--- src/rtl/pipelined_cla_addsub.sv ---
// ---------------------------------------------------------------------------
// pipelined_cla_addsub
//
// Pipelined carry-lookahead adder/subtractor. A WIDTH-bit operation is split
// into STAGES slices of SLICE = WIDTH/STAGES bits, and each pipeline stage
// resolves one slice. Inside a slice, bits are grouped by GROUP. Each group
// computes its own generate/propagate terms, and the carries between groups
// are formed from those terms. The carry between slices is registered, so a
// new operation can enter every cycle. Operands travel with the operation and
// each stage uses only its own slice of them. Result slices that are already
// finished are carried forward, so the whole sum and its flags come out
// aligned on the final register.
//
// Parameter constraints: WIDTH % STAGES == 0 and SLICE % GROUP == 0.
//
// Ports
//   clk        rising-edge clock
//   reset      asynchronous, active-high reset
//   in_valid   operation present on x, y, mode, cin
//   in_ready   block accepts an operation this cycle
//   x, y       operands (WIDTH bits)
//   mode       0 = add, 1 = subtract (y is inverted)
//   cin        carry-in (borrow-not when subtracting)
//   out_valid  result valid
//   out_ready  downstream accepts the result
//   sum        result, modulo 2^WIDTH
//   cout       carry out of the MSB (1 = no borrow when subtracting)
//   overflow   signed two's-complement overflow
//   zero       sum == 0
//   negative   sum[WIDTH-1]
//
// Pipeline shape: level 0 registers the accepted operands, with y already
// conditionally inverted. Levels 1..STAGES each hold the result of one more
// slice. Level STAGES is the output register, so the latency is STAGES
// cycles from the accepting edge.
// ---------------------------------------------------------------------------
module pipelined_cla_addsub #(
  parameter int WIDTH  = 16,
  parameter int STAGES = 4,
  parameter int GROUP  = 4
) (
  input  logic             clk,
  input  logic             reset,
  input  logic             in_valid,
  output logic             in_ready,
  input  logic [WIDTH-1:0] x,
  input  logic [WIDTH-1:0] y,
  input  logic             mode,
  input  logic             cin,
  output logic             out_valid,
  input  logic             out_ready,
  output logic [WIDTH-1:0] sum,
  output logic             cout,
  output logic             overflow,
  output logic             zero,
  output logic             negative
);

  localparam int SLICE = WIDTH / STAGES;
  localparam int NGRP  = SLICE / GROUP;

  // Per-level pipeline state. Level k feeds stage k, and stage k writes
  // level k+1. Operands are needed only up to level STAGES-1.
  logic             valid_q   [0:STAGES];
  logic             valid_d   [0:STAGES];
  logic [WIDTH-1:0] x_q       [0:STAGES-1];
  logic [WIDTH-1:0] x_d       [0:STAGES-1];
  logic [WIDTH-1:0] y_q       [0:STAGES-1];
  logic [WIDTH-1:0] y_d       [0:STAGES-1];
  logic [WIDTH-1:0] sum_q     [0:STAGES];
  logic [WIDTH-1:0] sum_d     [0:STAGES];
  logic             carry_q   [0:STAGES];
  logic             carry_d   [0:STAGES];

  logic             overflow_q, overflow_d;
  logic             zero_q,     zero_d;
  logic             negative_q, negative_d;

  logic             advance;
  logic [SLICE+1:0] slice_r;

  // One slice of carry-lookahead addition.
  // The return value is {carry into the slice MSB, carry out, sum bits}.
  // Each group's generate/propagate produces the carry into the next group.
  // Inside a group, the bit carries are formed from the group carry-in.
  function automatic logic [SLICE+1:0] cla_slice(
    input logic [SLICE-1:0] a,
    input logic [SLICE-1:0] b,
    input logic             ci
  );
    logic [SLICE-1:0] p;
    logic [SLICE-1:0] g;
    logic [SLICE:0]   c;
    logic [NGRP:0]    gc;
    logic             grp_g;
    logic             grp_p;
    p     = a ^ b;
    g     = a & b;
    c     = '0;
    gc    = '0;
    grp_g = 1'b0;
    grp_p = 1'b1;
    gc[0] = ci;
    for (int j = 0; j < NGRP; j++) begin
      grp_g = 1'b0;
      grp_p = 1'b1;
      for (int i = 0; i < GROUP; i++) begin
        grp_g = g[j*GROUP+i] | (p[j*GROUP+i] & grp_g);
        grp_p = grp_p & p[j*GROUP+i];
      end
      gc[j+1] = grp_g | (grp_p & gc[j]);
    end
    for (int j = 0; j < NGRP; j++) begin
      c[j*GROUP] = gc[j];
      for (int i = 0; i < GROUP - 1; i++) begin
        c[j*GROUP+i+1] = g[j*GROUP+i] | (p[j*GROUP+i] & c[j*GROUP+i]);
      end
    end
    c[SLICE] = gc[NGRP];
    return {c[SLICE-1], c[SLICE], p ^ c[SLICE-1:0]};
  endfunction

  // A held result that is not taken freezes the whole pipeline, so that
  // nothing is overwritten.
  assign advance = !(valid_q[STAGES] && !out_ready);

  always_comb begin
    slice_r    = '0;
    overflow_d = 1'b0;

    // Level 0: capture the operation. Inverting y here means every later
    // stage only adds.
    valid_d[0] = in_valid;
    x_d[0]     = x;
    y_d[0]     = mode ? ~y : y;
    sum_d[0]   = '0;
    carry_d[0] = cin;

    for (int k = 1; k < STAGES; k++) begin
      x_d[k] = x_q[k-1];
      y_d[k] = y_q[k-1];
    end

    for (int k = 0; k < STAGES; k++) begin
      slice_r = cla_slice(x_q[k][k*SLICE +: SLICE],
                          y_q[k][k*SLICE +: SLICE],
                          carry_q[k]);
      valid_d[k+1]                  = valid_q[k];
      sum_d[k+1]                    = sum_q[k];
      sum_d[k+1][k*SLICE +: SLICE]  = slice_r[SLICE-1:0];
      carry_d[k+1]                  = slice_r[SLICE];
      // Overflow compares the carry into the MSB with the carry out of the
      // MSB. Both carries come from the top slice.
      if (k == STAGES - 1) begin
        overflow_d = slice_r[SLICE+1] ^ slice_r[SLICE];
      end
    end

    zero_d     = (sum_d[STAGES] == '0);
    negative_d = sum_d[STAGES][WIDTH-1];
  end

  always_ff @(posedge clk or posedge reset) begin
    if (reset) begin
      for (int k = 0; k <= STAGES; k++) begin
        valid_q[k] <= 1'b0;
        sum_q[k]   <= '0;
        carry_q[k] <= 1'b0;
      end
      for (int k = 0; k < STAGES; k++) begin
        x_q[k] <= '0;
        y_q[k] <= '0;
      end
      overflow_q <= 1'b0;
      zero_q     <= 1'b0;
      negative_q <= 1'b0;
    end else if (advance) begin
      // Bubbles also move through the data registers. Only the valid bits
      // decide whether a result is presented.
      for (int k = 0; k <= STAGES; k++) begin
        valid_q[k] <= valid_d[k];
        sum_q[k]   <= sum_d[k];
        carry_q[k] <= carry_d[k];
      end
      for (int k = 0; k < STAGES; k++) begin
        x_q[k] <= x_d[k];
        y_q[k] <= y_d[k];
      end
      overflow_q <= overflow_d;
      zero_q     <= zero_d;
      negative_q <= negative_d;
    end
  end

  assign in_ready  = advance;
  assign out_valid = valid_q[STAGES];
  assign sum       = sum_q[STAGES];
  assign cout      = carry_q[STAGES];
  assign overflow  = overflow_q;
  assign zero      = zero_q;
  assign negative  = negative_q;

endmodule
--- config.mk ---
export PLATFORM = sky130hd
export DESIGN_NAME = pipelined_cla_addsub
export DESIGN_NICKNAME = d
export VERILOG_FILES = /design/src/rtl/pipelined_cla_addsub.sv
export SDC_FILE = /design/constraint.sdc
export NUM_CORES = 1
export LEC_CHECK = 0
export CAP_MARGIN = 20
export CORE_MARGIN = 1
export CORE_UTILIZATION = 25
export CTS_BUF_LIST = sky130_fd_sc_hd__clkbuf_4 sky130_fd_sc_hd__clkbuf_8
export CTS_CLUSTER_SIZE = 12
export DETAILED_ROUTE_END_ITERATION = 8
export GPL_ROUTABILITY_DRIVEN = 0
export MAX_ROUTING_LAYER = met4
export PLACE_DENSITY = 0.54
export RECOVER_POWER = 100
export SLEW_MARGIN = 0
export SYNTH_ARGS = -nofsm -noshare
export SYNTH_HDL_FRONTEND = slang
export SYNTH_SLANG_ARGS = --single-unit
--- constraint.sdc ---
create_clock -name clk -period 10.4 [get_ports clk]
set_clock_uncertainty 0.1 [all_clocks]
set_input_delay 1.56 -clock clk [delete_from_list [all_inputs] [get_ports clk]]
set_output_delay 1.56 -clock clk [all_outputs]
set_load 0.05 [all_outputs]
# Yosys cells after proc, flatten, opt, wreduce, memory -nomap -nowiden
# Index checks and enable logic that the tools add are counted.
[totals]
register_bits = 181
input_bits = 38
out_inout_bits = 22
wordCells = 112
[classes]
mux = 1
bitwise_logic = 82
n_reduce_logical = 4
[op_table]
columns = ["operator", "count"]
rows = [
  ["AND 1 bit", 40],
  ["bitwise XOR 4 bit", 8],
  ["bitwise OR 1 bit", 28],
  ["AND 4 bit", 4],
  ["zero test 16 bit", 1],
  ["two-way mux 16 bit", 1],
  ["inverter 16 bit", 1],
  ["zero test 1 bit", 2],
  ["logical AND 1 bit", 1],
  ["bitwise XOR 1 bit", 1],
]

# Depth between registers and ports, before layout
# Gate-level depths: netlist of the first run.
[depth]
ltp_word = 9
ltp_mapped = 8
mapped_depth_nobuf = 8

# Worst setup path before layout of the first run
# OpenSTA, ideal clock, no wires.
[synth_path]
kind = "input -> output"
start = "input out_ready"
end = "output in_ready"
arrival_ps = 2444
required_time_ps = 8740
slack_ps = 6296
path_stages = 4
n_path_buf = 2
cell_sequence = "nor2b_1 -> buf_2 -> inv_2 -> clkbuf_1"
[synth_between]
elab_chain_cells = 3
[synth_lines]
columns = ["element", "line_no", "source"]
rows = [
  ["from (decl)", "51", "input logic out_ready,"],
  ["zero test 1 bit", "125", "assign advance = !(valid_q[STAGES] && !out_ready);"],
  ["logical AND 1 bit", "125", ""],
  ["zero test 1 bit", "125", ""],
  ["to (decl)", "45", "output logic in_ready,"],
]
# Every way passes these cells.

# Worst setup path in the final report of the first run
# Same ends and word-level chain as after synthesis.

==> impl_metrics.toml, run 1 <==
[sta]
drv_slew = 294
setup_viol = 0
hold_violations = 0
rsz0062_at_grt = "no"
setup-tns-final_ns = 0
fin_crit_sh_pct = 70.4
fmax_mhz = 137
layout_min_cycle_time_ns = 7.32
relSlewSlack_pct = -161
worstMarginPinSlew_ns = 3.92

[global_route]
overflow = 0
grt_antenna_before_repair = 0
grt_pass1_vias = 3767
grt_start_max_net_pins = 97
grt_pass1_wl_mm = 19.2
grt_use_total_pct = 10.7

[critical_path]
critPathKind = "in -> out"
reg2reg_depth = 5
r2r-start = "out_valid$_DFFE_PP0N_"
r2r-end = "carry_q[1]$_DFFE_PP0N_"
worst-path-max-fanout = 48
rrSetupSlack_ns = 4.82
crit_required_ns = 8.74
cp-end-kind = "primary output"
worst_setup_path_start_kind = "primary input"
arrival_ns = 5.66

[yosys]
syn_nets = 673
synthCells = 607
synth.top_cells.by_count = "nand2_1, dfrtp_1, o21ai_0"
synthesis.area_um2 = 5690
synthFlopType = "dfrtp_1"
yosysSeqAreaShare_pct = 58.0
synth_edf_count = 0
yosysWarnings = 0
syn_avg_cell_area_um2 = 9.38
yosys.area.top_type = "dfrtp_1"
ys_seq_elements = 132
netlist_top_cells_area = "dfrtp_1, nand2_1, fa_1"
synthArstFlopShare_pct = 100
yosysMostFrequentCell = "nand2_1"
synth_cell_types = 28
synth.top_cell.area_share_pct = 58.0

[cts]
cts-root-buf = "clkbuf_8"
hold_buffers = 0
htree_levels = 4
cts_buffers = 17
clock_path_buffers = 2
cts_tree = "yes"
clk_latency_ns = 0.44
clock-sinks = 132
post_cts_resized = 0
cts_setup_buffers = 0
path_clk_slew_ns = 0.07

[min_path]
worstHoldEndpoint = "sum[1]$_DFFE_PP0N_"
min_from = "sum[1]$_DFFE_PP0N_"
hold_depth = 2
hold_path_class = "reg -> reg"

[placed_design]
portBuffers = 59
hpwl_mm = 7.08
dpl.cell_count = 918

[power_and_ir_drop]
p_leak_nw = 3.44
powerDensity_nw_per_um2 = 311
peakVddDrop_mv = 0.0969
power_w = 0.00217

[final_layout]
fin_nets = 724
layout-drive-gt1-share_pct = 5.66
num_antenna_cells = 0
multiInputGateArea_um2 = 2180
fill_cells = 2313
stdcell_count = 951
area_delta_synth_final_pct = 22.8
ff_latch_area_um2 = 3300

[route]
drcViolationCount = 0
vias_per_cell = 4.09
wl_per_cell_um = 11.5
ant_nets = 0
totalWireLength_mm = 11.0
first_pass_iters = 4
vias = 3894
initialDrtViolationCount = 288

[floorplan]
ioPinCount = 60
fp.coreArea_um2 = 22100
floorplan.initialDensity_pct = 25.8
dieWidth_um = 153
rows = 54
dieArea_um2 = 23400
die_h_um = 153

[run_status]
outcome = "complete, but fails checks"
violations = "max-capacitance violations, max-slew violations"

[job]
drv_cap = 4
==> cell type report <==
cell class,count,area share [%]
Sequential cell,132,47.3
Clock buffer,20,3.94
Inverter,19,1.06
Tap cell,280,5.01
Multi-Input combinational cell,424,31.2
Clock inverter,12,2.52
Timing Repair Buffer,64,9.06
==> power breakdown <==
part	internal, W	leakage [nW]	switching [W]
combinational	0.000314	1.61	0.000494
clock	0.000281	0.225	0.000202
sequential	0.000741	1.60	0.000143
total	0.00134	3.44	0.000838
==> stage by stage <==
stage / worst slack, ns / instance area [um2] / hold WS [ns] / utilization (%)
after floorplan: 5.21 / 5690 / 0.330 / -
after global placement: 4.82 / 6530 / 0.351 / 29.5
after detailed placement: 4.82 / 6530 / 0.355 / 29.5
after CTS: 4.81 / 6980 / 0.372 / 31.6
after global routing: 2.56 / 6990 / 0.391 / 31.6
final: 3.08 / 6990 / 0.362 / 31.6
==> logic make-up (layout without fill, tap and decap cells) <==
logic type      Yosys count  count (layout)  share of synthesized area [%]
buf+inv                  51             115                           3.83
flops                   132             132                           58.0
simple gates            326             326                           22.1
mux                       1               1                          0.198
xor+xnor                 21              21                           3.23
fa+ha+maj                28              28                           7.74
compound gates           48              48                           4.88
==> registers in the layout, summed over array words and instances, names as in the netlist <==
signal,flops
x_d,36
y_d,36
sum_d,24
sum,15
carry_q,4
valid_d,4
x_q,4
y_q,4
cout,1
negative,1
out_valid,1
overflow,1
zero,1
==> worst max-delay path, stage by stage <==
cell	delay, ns
dlygate4sd3_1	0.58
nor2b_4	0.11
clkbuf_1	1.41
clkinv_2	0.95
dlygate4sd3_1	1.03
==> layer usage <==
layer / share of wire (%) / wire [um] / vias to the layer above / track usage, %
met2: 44 / 4790 / 77 / 14.6
met4: 1.1 / 125 / 0 / 4.47
met5: 0 / 0 / - / -
met3: 3.7 / 407 / 10 / 2.84
li1: - / - / 1998 / -
met1: 51 / 5650 / 1809 / 14.7
==> how the worst max path moves through the flow <==
| stage | start | to | slack, ns |
|---|---|---|---|
| 2_1_floorplan | reset | carry_q[1]$_DFFE_PP0N_ | 5.21 |
| 3_3_place_gp | out_ready | in_ready | 4.82 |
| 3_5_place_dp | out_ready | in_ready | 4.82 |
| 4_1_cts | out_ready | in_ready | 4.81 |
| 5_1_grt | out_ready | in_ready | 2.56 |
| 6_report | out_ready | in_ready | 3.08 |
==> cell usage in the layout, fill, tap and decap left out <==
| master | instances |
|---|---|
| a2111oi_0 | 3 |
| a211oi_1 | 3 |
| a21o_1 | 6 |
| a21oi_1 | 6 |
| buf_16 | 1 |
| bufinv_16 | 4 |
| clkbuf_1 | 4 |
| clkbuf_8 | 20 |
| clkdlybuf4s50_1 | 35 |
| clkinv_2 | 4 |
| clkinv_4 | 2 |
| clkinvlp_2 | 1 |
| clkinvlp_4 | 2 |
| dfrtp_1 | 132 |
| dlygate4sd3_1 | 24 |
| fa_1 | 12 |
| ha_1 | 16 |
| inv_1 | 17 |
| inv_6 | 1 |
| mux2_2 | 1 |
| nand2_1 | 309 |
| nand2b_1 | 1 |
| nand3_1 | 2 |
| nand4_1 | 1 |
| nor2_1 | 5 |
| nor2b_4 | 1 |
| nor3_1 | 3 |
| nor4_1 | 2 |
| nor4_2 | 1 |
| o2111ai_1 | 1 |
| o21ai_0 | 28 |
| o21ai_1 | 1 |
| or4b_1 | 1 |
| xnor2_1 | 20 |
| xor2_1 | 1 |
No activity file was read; power rests on OpenSTA's default activity.
==> run 2, diff against run 1 <==
PLACE_DENSITY = 0.55   (was 0.54)
clock period = 6.6 ns   (was 10.4 ns; I/O delays follow)
==> run 2 against run 1 <==
Effect of this change:
- the run still ends with max-capacitance violations, max-slew violations left
- clock power up 32%
- global-route usage decreased by 0.25 points
- non-clock buffer count is 1 lower
- sequential share of layout area increased by 0.75 points
- sequential power up 57%
- critical path depth stayed put
- power rose by 52%
- sequential cell count stayed put
- largest cell class unchanged
==> impl_metrics.toml, run 2 (synthesis gave the netlist of run 1 again) <==
[cts]
clock_path_buffers = 2
htree_levels = 4
clock-sinks = 132
path_clk_slew_ns = 0.07
cts-root-buf = "clkbuf_8"
post_cts_resized = 0
cts_setup_buffers = 0
cts_buffers = 17
clk_latency_ns = 0.43
hold_buffers = 0
cts_tree = "yes"

[min_path]
hold_path_class = "reg -> reg"
hold_depth = 1
min_from = "valid_d[0]$_DFFE_PP0N_"
worstHoldEndpoint = "out_valid$_DFFE_PP0N_"

[route]
vias_per_cell = 4.07
vias = 3864
first_pass_iters = 4
totalWireLength_mm = 10.9
ant_nets = 0
drcViolationCount = 0
wl_per_cell_um = 11.4
initialDrtViolationCount = 192

[global_route]
overflow = 0
grt_pass1_wl_mm = 18.8
grt_start_max_net_pins = 94
grt_antenna_before_repair = 0
grt_use_total_pct = 10.4
grt_pass1_vias = 3714

[sta]
worstMarginPinSlew_ns = 3.66
hold_violations = 0
layout_min_cycle_time_ns = 5.33
fmax_mhz = 188
fin_crit_sh_pct = 80.7
relSlewSlack_pct = -144
drv_slew = 317
setup-tns-final_ns = 0
rsz0062_at_grt = "no"
setup_ws_ns = 1.27
setup_viol = 0

[power_and_ir_drop]
p_int_w = 0.00198
peakVddDrop_mv = 0.252
pwr-share-clk_pct = 19.2
p_seq_share_pct = 42.1
powerDensity_nw_per_um2 = 479
p_sw_w = 0.00131
sw_frac_of_total_pct = 39.8
combPwrFrac_pct = 38.6
power_w = 0.00329
p_leak_nw = 3.40

[critical_path]
crit_top_cell = "clkdlybuf4s50_1"
critPathKind = "in -> out"
rrSetupSlack_ns = 2.09
crit_path_max_incr_delay_ns = 1.18
crit_chain = "clkdlybuf4s50_1 -> nor2b_4 -> buf_4 -> clkinvlp_2 -> clkdlybuf4s50_1"
path_buf_inv = 4
cp-end-kind = "primary output"
arrival_ns = 4.24
r2r-start = "out_valid$_DFFE_PP0N_"
reg2reg_depth = 5
crit_required_ns = 5.51
worst-path-max-fanout = 51
worst_setup_path_start_kind = "primary input"
timing.critical_path.slowest_stage_cell = "clkinvlp_2"
r2r-end = "carry_q[1]$_DFFE_PP0N_"
critPathTopFamily = "buffers and inverters"

[floorplan]
rows = 54
dieArea_um2 = 23400
fp.coreArea_um2 = 22100
floorplan.initialDensity_pct = 25.8
dieWidth_um = 153
ioPinCount = 60
die_h_um = 153

[final_layout]
layout-drive-gt1-share_pct = 5.82
num_antenna_cells = 0
layout_common_cells = "nand2_1, dfrtp_1, clkdlybuf4s50_1, o21ai_0, dlygate4sd3_1"
fin_nets = 723
area_delta_synth_final_pct = 20.9
final_common_cell = "nand2_1"

[placed_design]
hpwl_mm = 7.13
portBuffers = 59
pre_cts_ws_ns = 2.01

[job]
drv_cap = 4

[run_status]
outcome = "complete, but fails checks"
violations = "max-capacitance violations, max-slew violations"
run 2: power groups by stage:
stage,sequential (W),combinational [W],clock [W]
3_3_place_gp,0.00141,0.00129,0
6_report,0.00139,0.00127,0.000634
2_1_floorplan,0.00155,0.000785,0
5_1_grt,0.00144,0.00146,0.000695
4_1_cts,0.00140,0.00131,0.000657
3_5_place_dp,0.00141,0.00131,0
run 2: cell type report:
type,instances,area [um2]
well taps,280,350
fillers,2325,15200
clock buffers,23,292
inverters,19,73.8
repair buffers,63,612
clock inverters,9,78.8
flip-flops and latches,132,3300
multi-input cells,424,2170
run 2: worst max-delay path by stage:
| stage | from | to | slack, ns | cells past startpoint |
|---|---|---|---|---|
| 2_1_floorplan | reset | carry_q[1]$_DFFE_PP0N_ | 1.98 | 1 |
| 4_1_cts | out_ready | in_ready | 2.00 | 5 |
| 3_5_place_dp | out_ready | in_ready | 2.01 | 5 |
| 5_1_grt | out_ready | carry_q[1]$_DFFE_PP0N_ | 0.97 | 6 |
| 6_report | out_ready | in_ready | 1.27 | 5 |
| 3_3_place_gp | out_ready | in_ready | 2.00 | 5 |
run 2: routing by layer:
metal | track usage [%] | up-vias | wire length [um]
met2 | 13.7 | 60 | 4370
met3 | 3.35 | 10 | 410
li1 | - | 2002 | -
met5 | - | - | 0
met4 | 3.46 | 0 | 131
met1 | 14.9 | 1792 | 5960
run 2: metrics by stage:
step           hold slack, ns  util, %  instances  area [um2]
6_report                0.357     31.1        950        6880
3_3_place_gp            0.341     29.5        918        6530
2_1_floorplan           0.330        -        607        5690
5_1_grt                 0.384     31.1        950        6880
4_1_cts                 0.360     31.2        950        6900
3_5_place_dp            0.343     29.5        918        6530
